File: src/rtl/wb_arbiter.sv
// Writeback arbiter: per-source one-entry buffers, fixed priority load > FPU > ALU, registered RF write port.
// Optional starvation guard enabled by defining WB_STARVE_GUARD_EN (uses STARVE_LIMIT).
module wb_arbiter #(
    parameter int unsigned NSRC         = 3,
    parameter int unsigned STARVE_LIMIT = 8
) (
    input  logic                 clk,
    input  logic                 rst,
    input  logic [NSRC-1:0]      src_valid,
    output logic [NSRC-1:0]      src_ready,
    input  logic [5*NSRC-1:0]    src_rd,
    input  logic [NSRC-1:0]      src_f,
    input  logic [32*NSRC-1:0]   src_data,
    output logic                 wb_we,
    output logic [4:0]           wb_rd,
    output logic                 wb_f,
    output logic [31:0]          wb_data,
    output logic                 wb_busy
);

    logic [NSRC-1:0] buf_valid_q, buf_valid_d;
    logic [4:0]      buf_rd_q   [NSRC];
    logic [4:0]      buf_rd_d   [NSRC];
    logic            buf_f_q    [NSRC];
    logic            buf_f_d    [NSRC];
    logic [31:0]     buf_data_q [NSRC];
    logic [31:0]     buf_data_d [NSRC];

    logic            wb_we_q, wb_we_d;
    logic [4:0]      wb_rd_q, wb_rd_d;
    logic            wb_f_q, wb_f_d;
    logic [31:0]     wb_data_q, wb_data_d;

    logic [NSRC-1:0] grant;
    logic [NSRC-1:0] accept;
    logic            found;

`ifdef WB_STARVE_GUARD_EN
    logic [3:0]      wait_q [NSRC];
    logic [3:0]      wait_d [NSRC];
`endif

    // Starved buffers (if the guard is built in) preempt plain fixed priority.
    always_comb begin
        grant = '0;
        found = 1'b0;
`ifdef WB_STARVE_GUARD_EN
        for (int unsigned i = 0; i < NSRC; i++) begin
            if (!found && buf_valid_q[i] && (wait_q[i] >= 4'(STARVE_LIMIT))) begin
                grant[i] = 1'b1;
                found    = 1'b1;
            end
        end
`endif
        for (int unsigned i = 0; i < NSRC; i++) begin
            if (!found && buf_valid_q[i]) begin
                grant[i] = 1'b1;
                found    = 1'b1;
            end
        end
    end

    assign src_ready = ~buf_valid_q | grant;
    assign accept    = src_valid & src_ready;

    always_comb begin
        buf_valid_d = buf_valid_q;
        wb_we_d     = 1'b0;
        wb_rd_d     = wb_rd_q;
        wb_f_d      = wb_f_q;
        wb_data_d   = wb_data_q;
        for (int unsigned i = 0; i < NSRC; i++) begin
            buf_rd_d[i]   = buf_rd_q[i];
            buf_f_d[i]    = buf_f_q[i];
            buf_data_d[i] = buf_data_q[i];
`ifdef WB_STARVE_GUARD_EN
            wait_d[i]     = wait_q[i];
            if (grant[i])
                wait_d[i] = '0;
            else if (buf_valid_q[i] && (wait_q[i] != 4'hF))
                wait_d[i] = wait_q[i] + 4'd1;
`endif
            // Integer x0 results are consumed but never occupy the buffer.
            if (accept[i]) begin
                buf_valid_d[i] = src_f[i] | (|src_rd[5*i +: 5]);
                buf_rd_d[i]    = src_rd[5*i +: 5];
                buf_f_d[i]     = src_f[i];
                buf_data_d[i]  = src_data[32*i +: 32];
            end else if (grant[i]) begin
                buf_valid_d[i] = 1'b0;
            end
            if (grant[i]) begin
                wb_we_d   = 1'b1;
                wb_rd_d   = buf_rd_q[i];
                wb_f_d    = buf_f_q[i];
                wb_data_d = buf_data_q[i];
            end
        end
    end

    always_ff @(posedge clk) begin
        if (rst) begin
            buf_valid_q <= '0;
            wb_we_q     <= 1'b0;
            wb_rd_q     <= '0;
            wb_f_q      <= 1'b0;
            wb_data_q   <= '0;
            for (int unsigned i = 0; i < NSRC; i++) begin
                buf_rd_q[i]   <= '0;
                buf_f_q[i]    <= 1'b0;
                buf_data_q[i] <= '0;
`ifdef WB_STARVE_GUARD_EN
                wait_q[i]     <= '0;
`endif
            end
        end else begin
            buf_valid_q <= buf_valid_d;
            wb_we_q     <= wb_we_d;
            wb_rd_q     <= wb_rd_d;
            wb_f_q      <= wb_f_d;
            wb_data_q   <= wb_data_d;
            for (int unsigned i = 0; i < NSRC; i++) begin
                buf_rd_q[i]   <= buf_rd_d[i];
                buf_f_q[i]    <= buf_f_d[i];
                buf_data_q[i] <= buf_data_d[i];
`ifdef WB_STARVE_GUARD_EN
                wait_q[i]     <= wait_d[i];
`endif
            end
        end
    end

    assign wb_we   = wb_we_q;
    assign wb_rd   = wb_rd_q;
    assign wb_f    = wb_f_q;
    assign wb_data = wb_data_q;
    assign wb_busy = |buf_valid_q;

endmodule

File: config.mk
export PLATFORM = sky130hd
export DESIGN_NAME = wb_arbiter
export DESIGN_NICKNAME = d
export VERILOG_FILES = /design/src/rtl/wb_arbiter.sv
export SDC_FILE = /design/constraint.sdc
export NUM_CORES = 1
export LEC_CHECK = 0
export ABC_AREA = 1
export CELL_PAD_IN_SITES_DETAIL_PLACEMENT = 1
export CELL_PAD_IN_SITES_GLOBAL_PLACEMENT = 1
export CORE_MARGIN = 3
export CORE_UTILIZATION = 32
export CTS_BUF_LIST = sky130_fd_sc_hd__clkbuf_8
export DETAILED_ROUTE_END_ITERATION = 10
export GPL_TIMING_DRIVEN = 0
export HOLD_SLACK_MARGIN = 0.15
export PLACE_DENSITY = 0.84
export SYNTH_ARGS = -nofsm -noshare
export SYNTH_HDL_FRONTEND = slang
export SYNTH_SLANG_ARGS = --single-unit
export TNS_END_PERCENT = 20
File: constraint.sdc
create_clock -name clk -period 1.3 [get_ports clk]
set_input_delay 0.26 -clock clk [delete_from_list [all_inputs] [get_ports clk]]
set_output_delay 0.26 -clock clk [all_outputs]
set_load 0.02 [all_outputs]
Yosys cells after proc, flatten, opt, wreduce, memory -nomap -nowiden
Memory sizes are Yosys's and may differ from the RTL's.
Index checks and enable logic that the tools add are counted.
{ "word_totals": {"out_inout_bits": 43, "mem_bits_rw": 114, "ff_bits": 42, "word_cells": 80, "in_bits": 119, "mem_count": 3} }
{ "classes": {"n_mux": 43, "n_reduce_logical": 12, "n_bitwise": 15} }
{ "mem_list": {"columns": ["memory", "depth", "word_bits", "read_ports", "rd_ports_with_merged_regs", "write_ports", "line_no", "text"], "rows": [
  ["buf_data_q", 3, 32, 3, 0, 3, "26", "logic [31:0] buf_data_q [NSRC];"],
  ["buf_rd_q", 3, 5, 3, 0, 3, "22", "logic [4:0] buf_rd_q [NSRC];"],
  ["buf_f_q", 3, 1, 3, 0, 3, "24", "logic buf_f_q [NSRC];"]
]} }
{ "op_table": {"columns": ["operator", "n"], "rows": [
  ["2-to-1 mux 32 bit", 9],
  ["2-to-1 mux 5 bit", 9],
  ["2-to-1 mux 1 bit", 25],
  ["OR reduction 5 bit", 3],
  ["bitwise OR 1 bit", 12],
  ["nonzero test 2 bit", 3],
  ["bitwise AND 3 bit", 1],
  ["inverter 3 bit", 1],
  ["bitwise OR 3 bit", 1],
  ["nonzero test 3 bit", 1],
  ["OR reduction 3 bit", 1],
  ["logical AND 1 bit", 2],
  ["zero test 1 bit", 2]
]} }

Depth between registers and ports, before layout
Gate-level depths: netlist (run 1).
{ "logic_depth": {"word_depth": 11, "mapped_depth": 9} }

Least setup slack after synthesis (run 1)
OpenSTA, ideal clock, no wires.
{ "synth_path": {"path_kind": "reg2reg", "start": "register buf_valid_q[1]", "end": "register wb_data_q[0], in the netlist wb_data[0]", "n_path_buf": 2, "stages_incl_launch_ff": 9, "setup_slack_ns": 0.037, "setup_time_ns": 0.112, "required_ns": 1.188, "arrival_time_ns": 1.151, "synth_period_minus_slack_ns": 1.263, "path_cell_list": "dfxtp_1 > nor2_1 > nand2_1 > nand2_1 > buf_4 > buf_6 > nor2_1 > nand2_1 > nand2_1"} }
{ "synth_between": {"elab_chain_cells": 6, "word_cells_on_any_way": 9, "classes_between": "mux (5); reduce/logical (4)"} }
{ "synth_lines": {"columns": ["item", "line_no", "text"], "rows": [
  ["start: declaration", "21", "logic [NSRC-1:0] buf_valid_q, buf_valid_d;"],
  ["start signal: assignment", "117", "buf_valid_q <= buf_valid_d;"],
  ["logical AND 1 bit *", "56", "if (!found && buf_valid_q[i]) begin"],
  ["2-to-1 mux 1 bit", "56", null],
  ["zero test 1 bit", "56", null],
  ["logical AND 1 bit", "56", null],
  ["2-to-1 mux 1 bit", "56", null],
  ["nonzero test 3 bit (no line) or 2-to-1 mux 32 bit (tied branches)", null, null],
  ["end signal: assignment", "121", "wb_data_q <= wb_data_d;"],
  ["end: declaration", "32", "logic [31:0] wb_data_q, wb_data_d;"]
]} }
Every way passes the cells marked *; elsewhere a longest branch is shown, timed or not.
A chain may end at the register's enable or synchronous reset.

Worst setup path in the final report (run 1)
{ "layout_path": {"start": "register buf_valid_q[1]", "end": "output src_ready[2]"} }
{ "layout_between": {"elab_chain_cells": 6} }
{ "layout_lines": {"columns": ["item", "line_no", "text"], "rows": [
  ["logical AND 1 bit", "56", null],
  ["2-to-1 mux 1 bit", "56", null],
  ["zero test 1 bit", "56", null],
  ["logical AND 1 bit", "56", null],
  ["2-to-1 mux 1 bit", "56", null],
  ["bitwise OR 3 bit", "63", "assign src_ready = ~buf_valid_q | grant;"],
  ["end: declaration", "10", "output logic [NSRC-1:0] src_ready,"]
]} }
No other way between the ends.

==> results of run 1 <==
-- final timing paths --
kind	start	endpoint	slack, ns	cells past startpoint
worst max-delay path	buf_valid_q[1]	src_ready[2]	-0.21	5
worst min register to register	wb_data[27]	wb_data[27]	0.45	2
worst min-delay path	rst	buf_valid_q[1]	0.16	2
worst max register to register	buf_valid_q[0]	wb_data[3]	-0.11	9
-- area by class of cell --
class / count / area [sq um] / share of cell area [%]
repair buffers: 162 / 1430 / 16.1
clock buffers: 21 / 289 / 3.24
multi-input cells: 709 / 3100 / 34.8
flip-flops and latches: 156 / 3130 / 35.1
clock inverters: 11 / 95.1 / 1.07
inverters: 11 / 46.3 / 0.520
plain buffers: 68 / 479 / 5.38
well taps: 265 / 332 / 3.72
-- registers in the layout, indices dropped and copies added, names as in the netlist --
| register | count |
|---|---|
| buf_data_q | 96 |
| wb_data | 32 |
| wb_rd | 5 |
| wb_f | 1 |
| buf_rd_q | 15 |
| buf_f_q | 3 |
| buf_valid_q | 3 |
| wb_we | 1 |
-- repair_timing --
action	4_1_cts	5_1_grt
hold endpoints to repair	0	0
resized for setup	225	54
pin swaps	2	0
gates cloned	0	0
setup buffers	4	0
setup endpoints to repair	166	145
-- cells by family after synthesis --
family / share of synthesized area [%]
AOI/OAI and AO/OA: 9.07
buffers and inverters: 5.80
DFF: 47.9
other: 0.0576
and+or+nand+nor: 37.1
-- routing by layer --
layer	share of wire [%]	vias up
li1	-	3334
met1	46	3170
met2	47	148
met3	5.1	31
met4	1.9	0
met5	0	-
-- Yosys cell counts --
library cell  instances  area (sq um)
nand3b_1             38           285
buf_4                 6          45.0
buf_6                 3          33.8
buf_2                29           145
inv_1                 4          15.0
buf_1                 3          11.3
o21ai_0              70           350
nand3_1              41           205
clkbuf_1             27           101
nand2_1             235           882
a21oi_1              42           210
conb_1                1          3.75
inv_2                 6          22.5
clkinv_1              1          3.75
o21ai_1               6          30.0
dfxtp_1             156          3120
nand2_2               3          18.8
nor2_1              272          1020
nand4_1               1          6.26
-- metrics by stage --
stage                     hold WS (ns)  cells
after floorplan                  0.329    944
after global placement           0.435   1368
after detailed placement         0.442   1368
after CTS                        0.359   1404
after global routing             0.184   1403
final                            0.161   1403
-- power by group through the flow --
stage / registers, W / logic [W] / clock network [W]
2_1_floorplan: 0.00548 / 0.000970 / 0
3_5_place_dp: 0.00544 / 0.00198 / 0
4_1_cts: 0.00534 / 0.00199 / 0.00359
3_3_place_gp: 0.00543 / 0.00194 / 0
6_report: 0.00535 / 0.00204 / 0.00354
5_1_grt: 0.00538 / 0.00226 / 0.00379
==> results by group, run 1 <==
Hold path
  • HP Class: input port to flop

Detailed routing
  • DRT iter0 DRCs: 296
  • DRT Wirelength: 23200 um
  • Post-route ant nets: 0
  • Vias: 6683
  • WL per Instance: 16.5 um
  • Vias per cell: 4.76
  • Drt pass-1 iters: 5
  • # DRC: 0

Place
  • HPWL Detailed: 17500 um
  • Placed inst area: approximately 8400 sq um
  • Post-Place Worst Slack: -0.847 ns
  • Buffers on Ports: 159
  • RD Place Congestion: 0.800

Logic synthesis
  • Seq/Total Area, Yosys: between 40% and 50%
  • Post-Syn Instances: between 900 and 1000
  • Yosys warns: 0
  • Syn Area/Cell: 6.90 sq um
  • Synthesized cell area: around 6500 sq um
  • Syn Nets: 1063
  • Distinct cells, synth: 19
  • Flops & latches, synth: 156

Worst setup path
  • Worst path bufs/invs: 3
  • Crit path kind: flop to output port
  • CP cell instances: inv_2 -> nand2_4 -> nand2_4 -> buf_6 -> buf_6
  • Crit-path max FO: 4
  • Cell family with most CP delay: flip-flops
  • Critical Path RT: 1.04 ns
  • Arrival time at the worst endpoint: 1.25 ns
  • Slowest cell on the critical path: dfxtp_4
  • CP Launch Type: flop
  • CP peak stage delay: 0.37 ns
  • Crit. End Element: output port

Outcome
  • Status: complete, but fails checks
  • Failing checks: negative setup slack

Floorplanning
  • Core area: between 15000 and 20000 sq um
  • Die Y: between 100 and 150 um
  • Die Area: 22100 sq um
  • Initial core utilization: about a third
  • Row cnt: 51
  • Die X: 149 um
  • Io pins: 162

GRT
  • Grt met1 use: 27.2%
  • Initial antenna violation count: 0
  • Total GRT Usage: a little over a fifth
  • GRT met3 Usage: 4.66%
  • Met2 usage: 35.2%
  • Number of global-route vias before repair: 6927
  • Largest net degree at the start of global routing: 17
  • Grt total ovfl: 0
  • First-pass GRT wire length: roughly 37000 um
  • Layer with the highest usage: met2

Final layout
  • Antenna cells: 0
  • Commonest cells after routing, fill and taps aside: nor2_1 (269), nand2_1 (234), dfxtp_1 (152)
  • Post-route cell area: 8910 sq um
  • FILL cells: 2537
  • Nets: 1244
  • Most common cell after layout, fill and taps aside: nor2_1
  • Layout area overhead: 36.7%
  • Share of cells above drive strength 1: 14.3%
  • Fin util: between 40% and 50%

Timing
  • Worst-Margin Slew: 0.692 ns
  • Period utilisation layout: 117%
  • Fmax: 0.660 GHz
  • Final setup TNS: -1.74 ns
  • Slew HR: between 50% and 60%
  • Fin. max-slew vios: 0
  • Final hold vios: 0
  • Final setup fails: 30
  • RSZ-0062 raised after global routing: true
  • Setup Skew: 0.0144 ns
  • Worst setup margin: -0.215 ns
  • Min Tclk post-route: 1.51 ns

Clock tree
  • TritonCTS clock tree: done
  • CTS clk-pin slew, worst paths: 0.08 ns
  • Clock Tree Buf Depth: 2
  • CTS Buf Count: 17
  • Clock latency at the later pin of the worst-skew pair: 0.46 ns
  • Hold-fix buffers, CTS: 0
  • Clock Sinks: 156
  • H-Tree Depth: 4
  • Clk Tree Root Cell: clkbuf_8

Run
  • Max Cap Viol: 0

Power and ir drop
  • Clock power frac: 32.4%
  • Max VDD drop: roughly 590 uV
  • PD cells: 1230 nW/um^2
  • Pleak: 4.08 nW
  • Psw: 0.00319 W
  • Comb power frac: between 10% and 20%
  • Internal: 0.00774 W
  • Sequential Power Share: between 40% and 50%
  • Switching Share: approximately 30%
  • Total Power: between 0.01 and 0.015 W
(Power assumes the default switching activity.)
==> inputs of run 2 (changes only) <==
==> config.mk (replaced) <==
export PLATFORM = sky130hd
export DESIGN_NAME = wb_arbiter
export DESIGN_NICKNAME = d
export VERILOG_FILES = /design/src/rtl/wb_arbiter.sv
export SDC_FILE = /design/constraint.sdc
export NUM_CORES = 1
export LEC_CHECK = 0
export ABC_AREA = 1
export CORE_UTILIZATION = 46
export CTS_BUF_LIST = sky130_fd_sc_hd__clkbuf_8
export DETAILED_ROUTE_END_ITERATION = 10
export GPL_TIMING_DRIVEN = 0
export HOLD_SLACK_MARGIN = 0.15
export PLACE_DENSITY = 0.84
export REMOVE_ABC_BUFFERS = 1
export SYNTH_ARGS = -nofsm -noshare
export SYNTH_HDL_FRONTEND = slang
export SYNTH_SLANG_ARGS = --single-unit
export TNS_END_PERCENT = 20
==> results by group, run 2 (same netlist as run 1, synthesis figures left out) <==
Timing
  • Worst setup margin: -0.213 ns (+0.00228 ns)
  • Fmax: 0.661 GHz (+0.15%)
  • Worst-Margin Slew: 0.683 ns (-0.00884 ns)
  • Min Tclk post-route: 1.51 ns (-0.00228 ns)
  • Final setup fails: 80 (+170%)
  • Fin. max-slew vios: 0 (unchanged)
  • Period utilisation layout: 116% (-0.18 points)
  • Final hold vios: 0 (unchanged)
  • RSZ-0062 raised after global routing: true
  • Slew HR: 54.5% (+0.59 points)
  • Setup Skew: 0.00787 ns (-0.00652 ns)

Hold path
  • HP Class: input port to flop
  • Worst min-delay path startpoint: src_valid[0]
  • Hold depth: 3 (+1)
  • Hold path endpoint: buf_valid_q[0]

Final layout
  • Nets: 1207 (-3.0%)
  • Commonest cells after routing, fill and taps aside: nor2_1 (268), nand2_1 (230), dfxtp_1 (153)
  • Antenna cells: 0 (unchanged)
  • Post-route cell area: 8900 sq um (about the same)
  • Fin util: 64.4% (+19 points)
  • Layout area overhead: 36.7% (about the same)
  • Most common cell after layout, fill and taps aside: nor2_1
  • Most flops, register: buf_data_q
  • Post-route insts no fill: 1279 (-8.8%)
  • Max FFs per register: 96 (unchanged)
  • FILL cells: 1235 (-51%)
  • Share of cells above drive strength 1: 11.6% (-2.7 points)

GRT
  • Largest net degree at the start of global routing: 61 (+44)
  • Initial antenna violation count: 0 (unchanged)
  • Grt total ovfl: 0 (unchanged)
  • Number of global-route vias before repair: 6049 (-13%)
  • Total GRT Usage: 27.9% (+7.0 points)
  • First-pass GRT wire length: 31100 um (-15%)

Place
  • Post-Place Worst Slack: -1.54 ns (-0.697 ns)
  • HPWL Detailed: 10300 um (-41%)
  • Buffers on Ports: 160 (+0.63%)
  • Placed inst area: 8080 sq um (-4.2%)
  • RD Place Congestion: 0.753 (-5.9%)
  • Placed insts: 1219 (-11%)

Worst setup path
  • R2R Path End: wb_rd[0]
  • Arrival time at the worst endpoint: 1.25 ns (about the same)
  • Crit. End Element: output port
  • Worst reg-to-reg setup slack: -0.17 ns (-0.06 ns)
  • Crit-path max FO: 4 (unchanged)
  • CP Launch Type: flop
  • R2r startpoint: buf_valid_q[0]
  • Worst Reg-to-Reg Cells: 8 (-1)
  • Crit path kind: flop to output port
  • Critical Path RT: 1.04 ns (about the same)

Clock tree
  • H-Tree Depth: 4 (unchanged)
  • TritonCTS clock tree: done
  • Clock Tree Buf Depth: 2 (unchanged)
  • Clock Sinks: 156 (unchanged)
  • CTS clk-pin slew, worst paths: 0.08 ns (about the same)
  • Clock latency at the later pin of the worst-skew pair: 0.46 ns (about the same)
  • Hold-fix buffers, CTS: 0 (unchanged)
  • CTS Buf Count: 17 (unchanged)
  • Clk Tree Root Cell: clkbuf_8

Detailed routing
  • Post-route ant nets: 0 (unchanged)
  • # DRC: 0 (unchanged)
  • Vias: 6821 (+2.1%)
  • WL per Instance: 17.6 um (+6.2%)
  • DRT iter0 DRCs: 720 (+140%)
  • Drt pass-1 iters: 6 (+1)
  • Vias per cell: 5.33 (+12%)
  • DRT Wirelength: 22500 um (-3.2%)

Floorplanning
  • Row cnt: 43 (-16%)
  • Core area: 13800 sq um (-30%)
  • Die X: 121 um (-19%)
  • Io pins: 162 (unchanged)
  • Die Area: 14600 sq um (-34%)
  • Initial core utilization: 47.1% (+14 points)
  • Die Y: 121 um (-19%)

Power and ir drop
  • Max VDD drop: 749 uV (+27%)
  • Total Power: 0.0117 W (+6.7%)
  • Pleak: 4.04 nW (-0.85%)
  • PD cells: 1310 nW/um^2 (+6.7%)

Outcome
  • Status: complete, but fails checks
  • Failing checks: negative setup slack

Run
  • Max Cap Viol: 0 (unchanged)
run 2: cell types whose count changed in the layout (fill, tap and decap cells not counted), moves of 8 or more:
cell and change:
a21oi_1 +16, a21oi_2 -16, buf_4 -15, nand2_8 +13, clkbuf_1 -12, clkbuf_2 -9, clkbuf_4 -8
run 2: how the worst max path moves through the flow:
| stage | start | to | slack [ns] |
|---|---|---|---|
| 6_report | buf_valid_q[1] | src_ready[2] | -0.21 |
| 3_3_place_gp | rst | wb_data[24] | -2.79 |
| 3_5_place_dp | buf_valid_q[1] | src_ready[2] | -1.54 |
| 4_1_cts | buf_valid_q[0] | wb_busy | -0.20 |
| 2_1_floorplan | rst | wb_data[0] | -0.86 |
| 5_1_grt | buf_valid_q[1] | src_ready[2] | -0.23 |
run 2: metrics by stage:
step           hold WS [ns]  setup TNS [ns]
2_1_floorplan         0.329          -70.15
3_3_place_gp          0.436         -324.14
3_5_place_dp          0.440         -175.38
4_1_cts               0.255           -9.39
5_1_grt               0.290           -9.60
6_report              0.286           -5.40
run 2: critical path, stage by stage, from the launching register on:
cell and delay, ns:
dfxtp_4 0.41, inv_6 0.07, nand2_8 0.09, nand2_8 0.07, buf_6 0.14
run 2: timing repair:
action / in CTS / in global routing
pin swaps: 6 / 3
gates cloned: 7 / 8
endpoints found under the setup margin: 194 / 119
buffers inserted: 8 / 7
gates resized for setup: 215 / 16
run 2: final cells by class:
type                    count  area, sq um  share of cell area [%]
flip-flops and latches    156         3130                    35.2
clock buffers              21          289                    3.25
repair inverters            1         11.3                   0.126
repair buffers            178         1610                    18.1
inverters                  11          114                    1.28
well taps                 180          225                    2.53
multi-input cells         723         3350                    37.6
clock inverters             9          168                    1.88
run 2: report_power, final:
group	internal [W]	switching (W)
Sequential	0.00513	0.000190
Clock	0.00245	0.00177
Combinational	0.000882	0.00123
run 2: layer usage:
metal  wire length [um]  GRT usage [%]  vias up
li1                   -              -     3292
met1               9190           34.9     3091
met2              10500           46.9      379
met3               2070           5.31       59
met4                635           11.7        0
met5                  0              0        -
==> edit, RTL diff (config.mk and constraints of run 1) <==
`NSRC`: 3 -> 2.
--- a/src/rtl/wb_arbiter.sv
+++ b/src/rtl/wb_arbiter.sv
@@ -3,3 +3,3 @@
 module wb_arbiter #(
-    parameter int unsigned NSRC         = 3,
+    parameter int unsigned NSRC         = 2,
     parameter int unsigned STARVE_LIMIT = 8
Interface: changed (5 resized); port bits go from 162 to 122. No check against the original RTL was run, so the function may have changed too.
==> edit against run 1 <==
The flow still finishes with violations (setup timing); sequential cell count shrank 39; area after synthesis shrank 31%; sequential power shrank 26%; power shrank 27%; wire length shrank 36%; combinational power shrank 45%; cell area shrank 31%; fmax grew 4.9%; first-iteration DRC count shrank 22%; worst setup slack gained 71 ps; non-clock buffer count shrank 67; via count shrank 32%; largest cell class unchanged; largest power group unchanged; highest routed layer unchanged.
==> edit: results (changes against run 1) <==
failing checks=setup timing; synth cell count leaders=nor2_1, nand2_1, dfxtp_1; via count=4533 (-32%); # nets final=857 (-31%); worst path arrival time=1180 ps (-70 ps); main area contributors after synthesis=dfxtp_1, nor2_1, nand2_1; largest register by flop count=buf_data_q; WL met2=7370 um (-33%); Worst Tran Pin Value=508 ps (-184 ps); final WL=14800 um (-36%); # setup viols final=6 (-80%); maximum vdd drop=0.000759 V (+29%); Port Buffers=120 (-25%); met1 wire length=6400 um (-39%); Non-Filler Instances=964 (-31%); Max Clock Skew=11.4 ps (-3.00 ps); share of layout cells above drive strength 1=0.143 (+0.000167); Synth Net Count=715 (-33%); metal3 WL=800 um (-33%); static leakage=3.04 nW (-25%); Fill cells=1757 (-31%); Area after DPL=5920 um2 (-30%); Max FO, Critical Path=5 (+1); vias in the first global route=4820 (-30%); Tot GR Track Use=0.195 (-0.0147); gpl congestion=0.794 (-0.69%); TNS Setup=-301 ps (+1440 ps); syn avg cell area=7.09 um2 (+2.8%); HPWL Detailed=10800 um (-38%); antenna violations before repair=0 (unchanged); status=finished with violations; drt first pass iters=4 (-1); Netlist cell types=18 (-1); switch share=0.265 (-0.0273); first-pass GRT wire length=24200 um (-34%); initial DRC count=232 (-22%); Setup WS pre-CTS=-639 ps (+208 ps); Setup WS post-layout=-144 ps (+71.2 ps); Main synth FF type=dfxtp_1; sequential cell area fraction in the yosys report=0.520 (+0.0407); Largest register FFs=64 (-33%); multi-input combinational cell area=1790 um2 (-42%)
[edit: changes by cell type in the layout (fill, tap and decap cells not counted), moves of 6 or more]
cell                    run 1  this run
a21oi_1                    25         3
nor2_1                    269       155
buf_2                      40        46
a21oi_2                    17         0
dfxtp_1                   152       115
nand2_1                   234       154
nand3b_1                   38         0
clkdlybuf4s50_1           115        79
inv_1                       6        45
buf_4                      29        10
clkbuf_4                    8         2
[edit: cell families (layout without fill, tap and decap cells)]
family	Yosys count	count (layout)	share of synthesized area
compound gates	79	79	0.0878
other cells	1	1	0.000833
simple gates	352	352	0.306
buf+inv	86	239	0.0856
flops	117	117	0.520
[edit: power groups by stage]
stage | clock network (mW) | logic, mW | registers (mW)
2_1_floorplan | 0 | 0.512 | 4.06
3_3_place_gp | 0 | 1.11 | 4.01
3_5_place_dp | 0 | 1.16 | 4.03
4_1_cts | 3.00 | 1.13 | 3.95
5_1_grt | 3.17 | 1.26 | 3.98
6_report | 2.94 | 1.13 | 3.95
[edit: what timing repair did]
action,4_1_cts,5_1_grt
hold endpoints to repair,0,0
setup endpoints to repair,116,81
hold buffers,0,0
resized for setup,186,17
pin swaps,1,1
setup buffers,1,2
[edit: path summary, 6_finish.rpt]
| kind | start | to | slack [ps] | cells after the start |
|---|---|---|---|---|
| worst max-delay path | buf_valid_q[0] | wb_busy | -140 | 4 |
| worst min-delay path | src_data[3] | buf_data_q[0][3] | 420 | 3 |
| worst max register to register | buf_valid_q[1] | wb_data[5] | -30 | 8 |
| worst min register to register | buf_data_q[0][63] | buf_data_q[0][63] | 480 | 2 |
[edit: final cells by class]
type / instances / share of cell area
tap: 176 / 0.0358
timing repair buffer: 123 / 0.167
clock buffer: 23 / 0.0515
clock inverter: 7 / 0.00509
buffer: 40 / 0.0405
sequential: 117 / 0.381
inverter: 46 / 0.0283
multi-input combinational: 432 / 0.291
[edit: layer usage]
layer | vias up | GRT usage
met5 | - | 0
met4 | 0 | 0.0606
met3 | 13 | 0.0557
met2 | 115 | 0.342
met1 | 2156 | 0.230
li1 | 2249 | -
[edit: critical path: stages, from the launching register on]
cell and delay [ps]:
dfxtp_2 350, nor2_4 130, buf_6 120, inv_2 30, buf_6 120
